**src/rtl/game_flow_if.sv**
```systemverilog
// Handshake bundle between the game sequencer and its surroundings:
// event pulses in, mode/freeze/status and reset pulses out.
interface game_flow_if;
  logic       start;
  logic       pause;
  logic       player_hit;
  logic       wave_cleared;
  logic [2:0] mode;
  logic       freeze;
  logic       field_rst;
  logic       player_rst;
  logic [2:0] lives;
  logic [3:0] wave;

  modport master (
    output start, pause, player_hit, wave_cleared,
    input  mode, freeze, field_rst, player_rst, lives, wave
  );

  modport slave (
    input  start, pause, player_hit, wave_cleared,
    output mode, freeze, field_rst, player_rst, lives, wave
  );
endinterface

```
**src/rtl/game_flow_ctrl.sv**
```systemverilog
// Invaders game sequencer: lives, waves, respawn/inter-wave pauses and reset pulses.
// Optional pause feature enabled by defining GAME_FLOW_PAUSE_EN.
module game_flow_ctrl #(
  parameter int unsigned NUM_LIVES    = 3,
  parameter int unsigned NUM_WAVES    = 5,
  parameter int unsigned DELAY_CYCLES = 130_000_000
) (
  input logic       clk,
  input logic       rst,
  game_flow_if.slave bus
);

  // Width floors at 1 so DELAY_CYCLES == 1 still yields a legal timer.
  localparam int unsigned TW = (DELAY_CYCLES > 1) ? $clog2(DELAY_CYCLES) : 1;
  localparam logic [TW-1:0] TIMER_LOAD = TW'(DELAY_CYCLES - 1);

  typedef enum logic [2:0] {
    S_TITLE     = 3'd0,
    S_PLAY      = 3'd1,
    S_RESPAWN   = 3'd2,
    S_WAVE_END  = 3'd3,
    S_GAME_OVER = 3'd4,
    S_WIN       = 3'd5
`ifdef GAME_FLOW_PAUSE_EN
    , S_PAUSE   = 3'd6
`endif
  } state_t;

  state_t        state;
  logic [TW-1:0] timer;

`ifndef GAME_FLOW_PAUSE_EN
  logic unused_pause;
  assign unused_pause = bus.pause;
`endif

  always_ff @(posedge clk) begin
    if (rst) begin
      state          <= S_TITLE;
      bus.mode       <= S_TITLE;
      bus.freeze     <= 1'b1;
      bus.field_rst  <= 1'b0;
      bus.player_rst <= 1'b0;
      bus.lives      <= '0;
      bus.wave       <= '0;
      timer          <= '0;
    end else begin
      bus.field_rst  <= 1'b0;
      bus.player_rst <= 1'b0;
      case (state)
        S_TITLE: begin
          if (bus.start) begin
            bus.lives      <= 3'(NUM_LIVES);
            bus.wave       <= 4'd1;
            bus.field_rst  <= 1'b1;
            bus.player_rst <= 1'b1;
            state          <= S_PLAY;
            bus.mode       <= S_PLAY;
            bus.freeze     <= 1'b0;
          end
        end
        S_PLAY: begin
          // A hit takes priority over both a wave clear and a pause.
          if (bus.player_hit) begin
            if (bus.lives != 3'd0) bus.lives <= bus.lives - 3'd1;
            bus.freeze <= 1'b1;
            if (bus.lives <= 3'd1) begin
              state    <= S_GAME_OVER;
              bus.mode <= S_GAME_OVER;
            end else begin
              timer    <= TIMER_LOAD;
              state    <= S_RESPAWN;
              bus.mode <= S_RESPAWN;
            end
          end else if (bus.wave_cleared) begin
            bus.freeze <= 1'b1;
            if (bus.wave >= 4'(NUM_WAVES)) begin
              state    <= S_WIN;
              bus.mode <= S_WIN;
            end else begin
              timer    <= TIMER_LOAD;
              state    <= S_WAVE_END;
              bus.mode <= S_WAVE_END;
            end
          end
`ifdef GAME_FLOW_PAUSE_EN
          else if (bus.pause) begin
            bus.freeze <= 1'b1;
            state      <= S_PAUSE;
            bus.mode   <= S_PAUSE;
          end
`endif
        end
        S_RESPAWN: begin
          if (timer == '0) begin
            bus.player_rst <= 1'b1;
            state          <= S_PLAY;
            bus.mode       <= S_PLAY;
            bus.freeze     <= 1'b0;
          end else begin
            timer <= timer - 1'b1;
          end
        end
        S_WAVE_END: begin
          if (timer == '0) begin
            bus.wave       <= bus.wave + 4'd1;
            bus.field_rst  <= 1'b1;
            bus.player_rst <= 1'b1;
            state          <= S_PLAY;
            bus.mode       <= S_PLAY;
            bus.freeze     <= 1'b0;
          end else begin
            timer <= timer - 1'b1;
          end
        end
        S_GAME_OVER, S_WIN: begin
          if (bus.start) begin
            state    <= S_TITLE;
            bus.mode <= S_TITLE;
          end
        end
`ifdef GAME_FLOW_PAUSE_EN
        S_PAUSE: begin
          if (bus.pause) begin
            state      <= S_PLAY;
            bus.mode   <= S_PLAY;
            bus.freeze <= 1'b0;
          end
        end
`endif
        default: begin
          state      <= S_TITLE;
          bus.mode   <= S_TITLE;
          bus.freeze <= 1'b1;
        end
      endcase
    end
  end

endmodule

```
**src/flat_wrapper.sv**
```systemverilog
// flat-port wrapper written by rule: the top's interface ports become plain ports
module game_flow_ctrl_flat 
#(
  parameter int unsigned NUM_LIVES    = 3,
  parameter int unsigned NUM_WAVES    = 5,
  parameter int unsigned DELAY_CYCLES = 130_000_000
)
  (clk, rst, bus_start, bus_pause, bus_player_hit, bus_wave_cleared, bus_mode, bus_freeze, bus_field_rst, bus_player_rst, bus_lives, bus_wave);
  game_flow_if bus_i ();
  input logic clk;
  input logic rst;
  input wire logic [$bits(bus_i.start)-1:0] bus_start;
  input wire logic [$bits(bus_i.pause)-1:0] bus_pause;
  input wire logic [$bits(bus_i.player_hit)-1:0] bus_player_hit;
  input wire logic [$bits(bus_i.wave_cleared)-1:0] bus_wave_cleared;
  output wire logic [$bits(bus_i.mode)-1:0] bus_mode;
  output wire logic [$bits(bus_i.freeze)-1:0] bus_freeze;
  output wire logic [$bits(bus_i.field_rst)-1:0] bus_field_rst;
  output wire logic [$bits(bus_i.player_rst)-1:0] bus_player_rst;
  output wire logic [$bits(bus_i.lives)-1:0] bus_lives;
  output wire logic [$bits(bus_i.wave)-1:0] bus_wave;
  assign bus_i.start = bus_start;
  assign bus_i.pause = bus_pause;
  assign bus_i.player_hit = bus_player_hit;
  assign bus_i.wave_cleared = bus_wave_cleared;
  assign bus_mode = bus_i.mode;
  assign bus_freeze = bus_i.freeze;
  assign bus_field_rst = bus_i.field_rst;
  assign bus_player_rst = bus_i.player_rst;
  assign bus_lives = bus_i.lives;
  assign bus_wave = bus_i.wave;
  game_flow_ctrl #(.NUM_LIVES(NUM_LIVES), .NUM_WAVES(NUM_WAVES), .DELAY_CYCLES(DELAY_CYCLES)) u_core (.clk(clk), .rst(rst), .bus(bus_i));
endmodule
```
**config.mk**
```make
export PLATFORM = sky130hd
export DESIGN_NAME = game_flow_ctrl_flat
export DESIGN_NICKNAME = d
export VERILOG_FILES = /design/src/rtl/game_flow_if.sv /design/src/rtl/game_flow_ctrl.sv /design/src/flat_wrapper.sv
export SDC_FILE = /design/constraint.sdc
export NUM_CORES = 1
export LEC_CHECK = 0
export BUFFER_PORTS_ARGS = -buffer_cell sky130_fd_sc_hd__buf_4
export CAP_MARGIN = 15
export CORE_AREA = 2 2 84 86
export CTS_CLUSTER_SIZE = 14
export DETAILED_ROUTE_END_ITERATION = 6
export DIE_AREA = 0 0 86 88
export GPL_ROUTABILITY_DRIVEN = 0
export PLACE_DENSITY = 0.57
export SLEW_MARGIN = 20
export SYNTH_ARGS = -nofsm -noshare
export SYNTH_HDL_FRONTEND = slang
export SYNTH_SLANG_ARGS = --single-unit
```
**constraint.sdc**
```tcl
create_clock -name clk -period 6.7 [get_ports clk]
set_input_delay 0.67 -clock clk [delete_from_list [all_inputs] [get_ports clk]]
set_output_delay 0.67 -clock clk [all_outputs]
set_load 0.005 [all_outputs]
```
# After elaboration in Yosys (flattened, before gate mapping)
# Cells that the tools add are included.
word_totals:
  ff_bits: 40
  input_bits: 6
  out_inout_bits: 13
  wordCells: 71
op_classes:
  add_sub_neg: 3
  n_lt_le_gt_ge: 2
  n_eq_ne: 15
  muxes: 30
  bitwise_logic: 1
  n_reduce_logical: 13
op_table:
  columns: ["operator", "count"]
  rows:
  - ["two-way mux 27 bit", 5]
  - ["one-hot mux 27 bit (2 select lines)", 1]
  - ["two-way mux 3 bit", 10]
  - ["zero test 27 bit", 1]
  - ["subtractor 27 x 1 -> 27 bit (second input constant)", 1]
  - ["one-hot mux 3 bit (4 select lines)", 1]
  - ["AND reduction 4 bit", 3]
  - ["inequality test 3 bit (second input constant)", 3]
  - ["two-way mux 4 bit", 2]
  - ["inequality test 2 bit (second input constant)", 4]
  - ["one-hot mux 4 bit (2 select lines)", 1]
  - ["== test 3 x 2 -> 1 bit (second input constant)", 2]
  - ["== test 3 bit (second input constant)", 2]
  - ["two-way mux 1 bit", 6]
  - ["inequality test 2 x 1 -> 1 bit (second input constant)", 3]
  - ["one-hot mux 3 bit (2 select lines)", 1]
  - ["nonzero test 2 bit", 3]
  - ["AND reduction 5 bit", 1]
  - ["adder 4 x 1 -> 4 bit (second input constant)", 1]
  - [">= comparator 4 x 3 -> 1 bit (second input constant)", 1]
  - ["one-hot mux 1 bit (2 select lines)", 2]
  - ["one-hot mux 1 bit (4 select lines)", 1]
  - ["OR reduction 2 bit", 2]
  - ["== test 3 x 1 -> 1 bit (second input constant)", 1]
  - ["6 further kinds", 6]

# Depth between registers and ports, before layout
depth:
  word_depth: 5
  depth_mapped: 9
  ltp_nobuf: 7

# Least setup slack after synthesis
# No wires, ideal clock.
synth_path:
  path_type: "register to register"
  from: "register u_core.timer[0]"
  to: "register u_core.timer[3]"
  setup_time_ns: 0.117
  arrival_ns: 2.055
  required_ns: 6.583
  path_slack_ns: 4.528
  path_stages_with_launch: 10
  n_path_buf: 2
  period_less_slack_ns: 2.172
  path_cell_list: "dfxtp_1 > inv_1 > ha_1 > nor3b_1 > and3_1 > buf_2 > a31oi_2 > clkbuf_1 > nand2_1 > a32o_1"
synth_between:
  elab_chain_len: 3
  elab_cells_between_ends: 6
  cone_classes: "add/sub: 1; eq/ne: 1; mux: 2; reduce/logical: 2"
synth_rtl:
  columns: ["element", "line", "rtl"]
  rows:
  - ["start, declared", "game_flow_ctrl.sv:30", "logic [TW-1:0] timer;"]
  - ["start signal, assigned", "game_flow_ctrl.sv:101", "timer <= timer - 1'b1;"]
  - ["start signal, assigned", "game_flow_ctrl.sv:113", "timer <= timer - 1'b1;"]
  - ["subtractor 27 x 1 -> 27 bit / zero test 27 bit (equally long branches)", null, null]
  - ["two-way mux 27 bit / inequality test 2 bit (equally long branches)", null, null]
  - ["one-hot mux 27 bit (2 select lines) / AND reduction 5 bit (equally long branches)", null, null]
# Parallel ways exist; a longest one is shown, timed or not. The select of a mux whose other input is x is not followed.
# A chain may end at the register's enable or synchronous reset.

# Worst setup path in the final report
layout_path:
  from: "register u_core.timer[0]"
  to: "register u_core.state[2]"
layout_between:
  elab_chain_len: 3
layout_rtl:
  columns: ["element", "line", "rtl"]
  rows:
  - ["zero test 27 bit", "game_flow_ctrl.sv:95, game_flow_ctrl.sv:105", null]
  - ["inequality test 2 x 1 -> 1 bit (no line)", null, null]
  - ["AND reduction 4 bit (no line)", null, null]
  - ["end signal, assigned", "game_flow_ctrl.sv:97", "state <= S_PLAY;"]
  - ["end signal, assigned", "game_flow_ctrl.sv:109", "state <= S_PLAY;"]
  - ["end signal, assigned", "game_flow_ctrl.sv:118", "state <= S_TITLE;"]
  - ["end, declared", "game_flow_ctrl.sv:29", "state_t state;"]
# No other way between the ends.

==> results.py <==
metrics = {
    "worst_setup_path": {
        "r2r_setup_slack_ns": 3.95,
        "critPathLaunchType": "register",
        "worstPathMaxFanout": 18,
        "worst_setup_path_startpoint": "u_core.timer[0]",
        "critical_path_class": "reg -> reg",
        "critical_path_arrival_ns": 2.98,
        "reg2reg_path_depth": 7,
        "crit-reg2reg-launch": "u_core.timer[0]",
        "worstPathRequired_ns": 6.93,
        "timing.critical_path.to_type": "register",
        "end_of_the_worst_register_to_register_path": "u_core.state[2]",
    },
    "cells_and_area": {
        "layout.filler_cells": 698,
        "post_route_cells_drive_above_1_share": 0.147,
        "areaGrowthSynthToFinish_pct": 12.4,
        "finish.net_count": 299,
        "finish.instance_area_sq_um": 2550,
        "diodes": 0,
    },
    "route": {
        "dr_total_vias": 2108,
        "drt.antenna.violating_nets": 0,
        "drt-vias-per-instance": 5.76,
        "drt-initial-drc-count": 101,
        "dr.pass1.iters": 4,
        "drcViolationCount": 0,
        "totalWireLength_microns": 5500,
        "wl_per_cell_microns": 15.0,
    },
    "synthesis": {
        "synth_seq_cells": 40,
        "netlist_top_cells_count": "dfxtp_1, a21oi_1, o21ai_0",
        "postSynthNetCount": 286,
        "post-synth-top-count-cell": "dfxtp_1",
        "netlist.area_leader.share": 0.353,
        "seq_total_area_yosys": 0.353,
        "post_synth_top_flop": "dfxtp_1",
        "synth_enable_flop_cells": 0,
        "yosys-top-cells-area": "dfxtp_1, a21oi_1, o21ai_0",
        "synth_area_leader_cell": "dfxtp_1",
        "async_flop_share": 0,
        "synth.yosys.warnings": 0,
        "syn_avg_cell_area_sq_um": 8.31,
        "post_synth_inst_count": 273,
        "cell_area_after_synthesis_sq_um": 2270,
        "synth.lib_cells_used.distinct": 50,
    },
    "status": {
        "run_status": "finished, final reports clean",
    },
    "sta": {
        "unrepaired_setup_endpoints_after_global_routing": "no",
        "worst_slew_margin_rel": 0.378,
        "finClkSkew_ns": 0.0100,
        "tightestPinTransition_ns": 0.931,
        "finalSetupViolations": 0,
        "maximum_frequency_from_static_timing_analysis_ghz": 0.363,
        "finalHoldViolations": 0,
        "min_period_ns": 2.75,
        "share_of_the_clock_period_used_by_the_worst_path_after_layout": 0.411,
        "report.final.slew_viol_count": 0,
        "setup_tns_ns": 0,
    },
    "clock_tree": {
        "cts_resized": 0,
        "cts_buffers": 5,
        "cts.clk_slew.worst_paths_ns": 0.08,
        "cts.repair_timing.setup_buffer_count": 0,
        "cts_sinks": 40,
        "cts.htree.levels": 2,
        "tritoncts": "built",
        "cts.hold.buffers_added": 0,
        "clock_insertion_delay_at_the_later_pin_of_the_skew_report_ns": 0.30,
        "clockRootBuffer": "clkbuf_8",
        "ctsLongestPathBuffers": 2,
    },
    "die": {
        "initial_core_utilization": 0.341,
        "core_footprint_sq_um": 6640,
        "io_pins": 19,
        "rows": 30,
        "dieArea_sq_um": 7570,
        "die_h_microns": 88,
        "fp.dieW_microns": 86,
    },
    "power": {
        "p_per_area_nw_per_um2": 483,
        "leakagePower_nw": 0.929,
        "worst_ir_drop_vdd_mv": 0.207,
    },
    "placement": {
        "placed_area_sq_um": 2450,
        "port_buffers": 17,
        "detailedPlacementHpwl_microns": 3760,
    },
    "grt": {
        "largest_net_degree_at_the_start_of_global_routing": 30,
        "antenna_violations_before_repair": 0,
        "grt.overflow.total": 0,
        "grt_use_total": 0.152,
        "number_of_global_route_vias_before_repair": 1854,
        "grt_first_pass_wirelength_microns": 9160,
    },
    "hold_path": {
        "hold-path-endpoint": "u_core.timer[9]",
        "hold_start": "u_core.timer[9]",
        "timing.hold.worst.class": "reg -> reg",
        "worst_hold_path.num_cells": 2,
    },
    "flow_run": {
        "cap_violations": 0,
    },
}
metal layers:
metal  GRT usage  vias to the layer above  wire length (microns)
li1            -                     1067                      -
met1       0.206                      989                   2740
met2       0.239                       46                   2420
met3      0.0349                        6                    286
met4      0.0476                        0                     53
met5           0                        -                      0
per-stage QoR:
step | cells | util | power [W] | hold slack (ns) | setup slack [ns]
after floorplan | 273 | - | 0.000889 | 0.468 | 4.53
after global placement | 359 | 0.369 | 0.00104 | 0.485 | 4.01
after detailed placement | 359 | 0.369 | 0.00105 | 0.490 | 3.97
after CTS | 366 | 0.384 | 0.00123 | 0.502 | 3.95
after global routing | 366 | 0.384 | 0.00134 | 0.528 | 3.74
final | 366 | 0.384 | 0.00123 | 0.500 | 3.95
worst max path at each step:
stage                                 end  slack, ns
after floorplan           u_core.timer[3]       4.53
final                     u_core.state[2]       3.95
after global routing      u_core.state[2]       3.74
after detailed placement  u_core.state[2]       3.97
after CTS                 u_core.state[2]       3.95
after global placement    u_core.state[2]       4.01
registers in the layout, summed over array words and instances (netlist names):
name and flops:
u_core.timer 27, u_core.bus.wave 4, u_core.bus.lives 3, u_core.state 3, u_core.bus.field_rst 1, u_core.bus.freeze 1, u_core.bus.player_rst 1
critical path: stages (launching register included):
cell and delay [ns]:
dfxtp_1 0.35, inv_1 0.10, ha_1 0.21, nor3b_1 0.38, and3_1 0.45, a31oi_2 0.42, or4_1 0.62, a21oi_1 0.14
layout make-up:
type | instances | area, sq um | share of cell area
well taps | 80 | 100 | 0.0393
inverters | 10 | 37.5 | 0.0147
clock buffers | 7 | 96.3 | 0.0378
repair buffers | 19 | 143 | 0.0560
multi-input cells | 210 | 1370 | 0.538
flip-flops and latches | 40 | 801 | 0.314
cells by family after synthesis:
group | synth area share
buf+inv | 0.0425
simple gates | 0.295
fa+ha+maj | 0.0386
compound gates | 0.259
flops | 0.353
xor+xnor | 0.00386
mux | 0.00883
power breakdown:
group	internal [W]	switching [W]	total, W
clock	0.0000918	0.0000853	0.000177
sequential	0.000311	0.000100	0.000411
combinational	0.000262	0.000380	0.000642
total	0.000664	0.000566	0.00123
cells in the final DEF (no fill, tap or decap), drive strengths merged, types with 5 or more instances in the layout:
cell type,netlist,routed
dfxtp,40,40
nand2,18,18
nor2b,6,6
a31oi,8,8
o21ai,20,20
o21a,6,6
inv,10,10
nor2,16,16
or3,12,12
nand3,9,9
a211oi,6,6
buf,4,19
o31ai,5,5
clkbuf,9,7
nor3,14,14
ha,7,7
a21oi,23,23
o41ai,5,5
nor4,7,7
or4,7,7
Note: power is estimated with default switching activity, not from simulation.
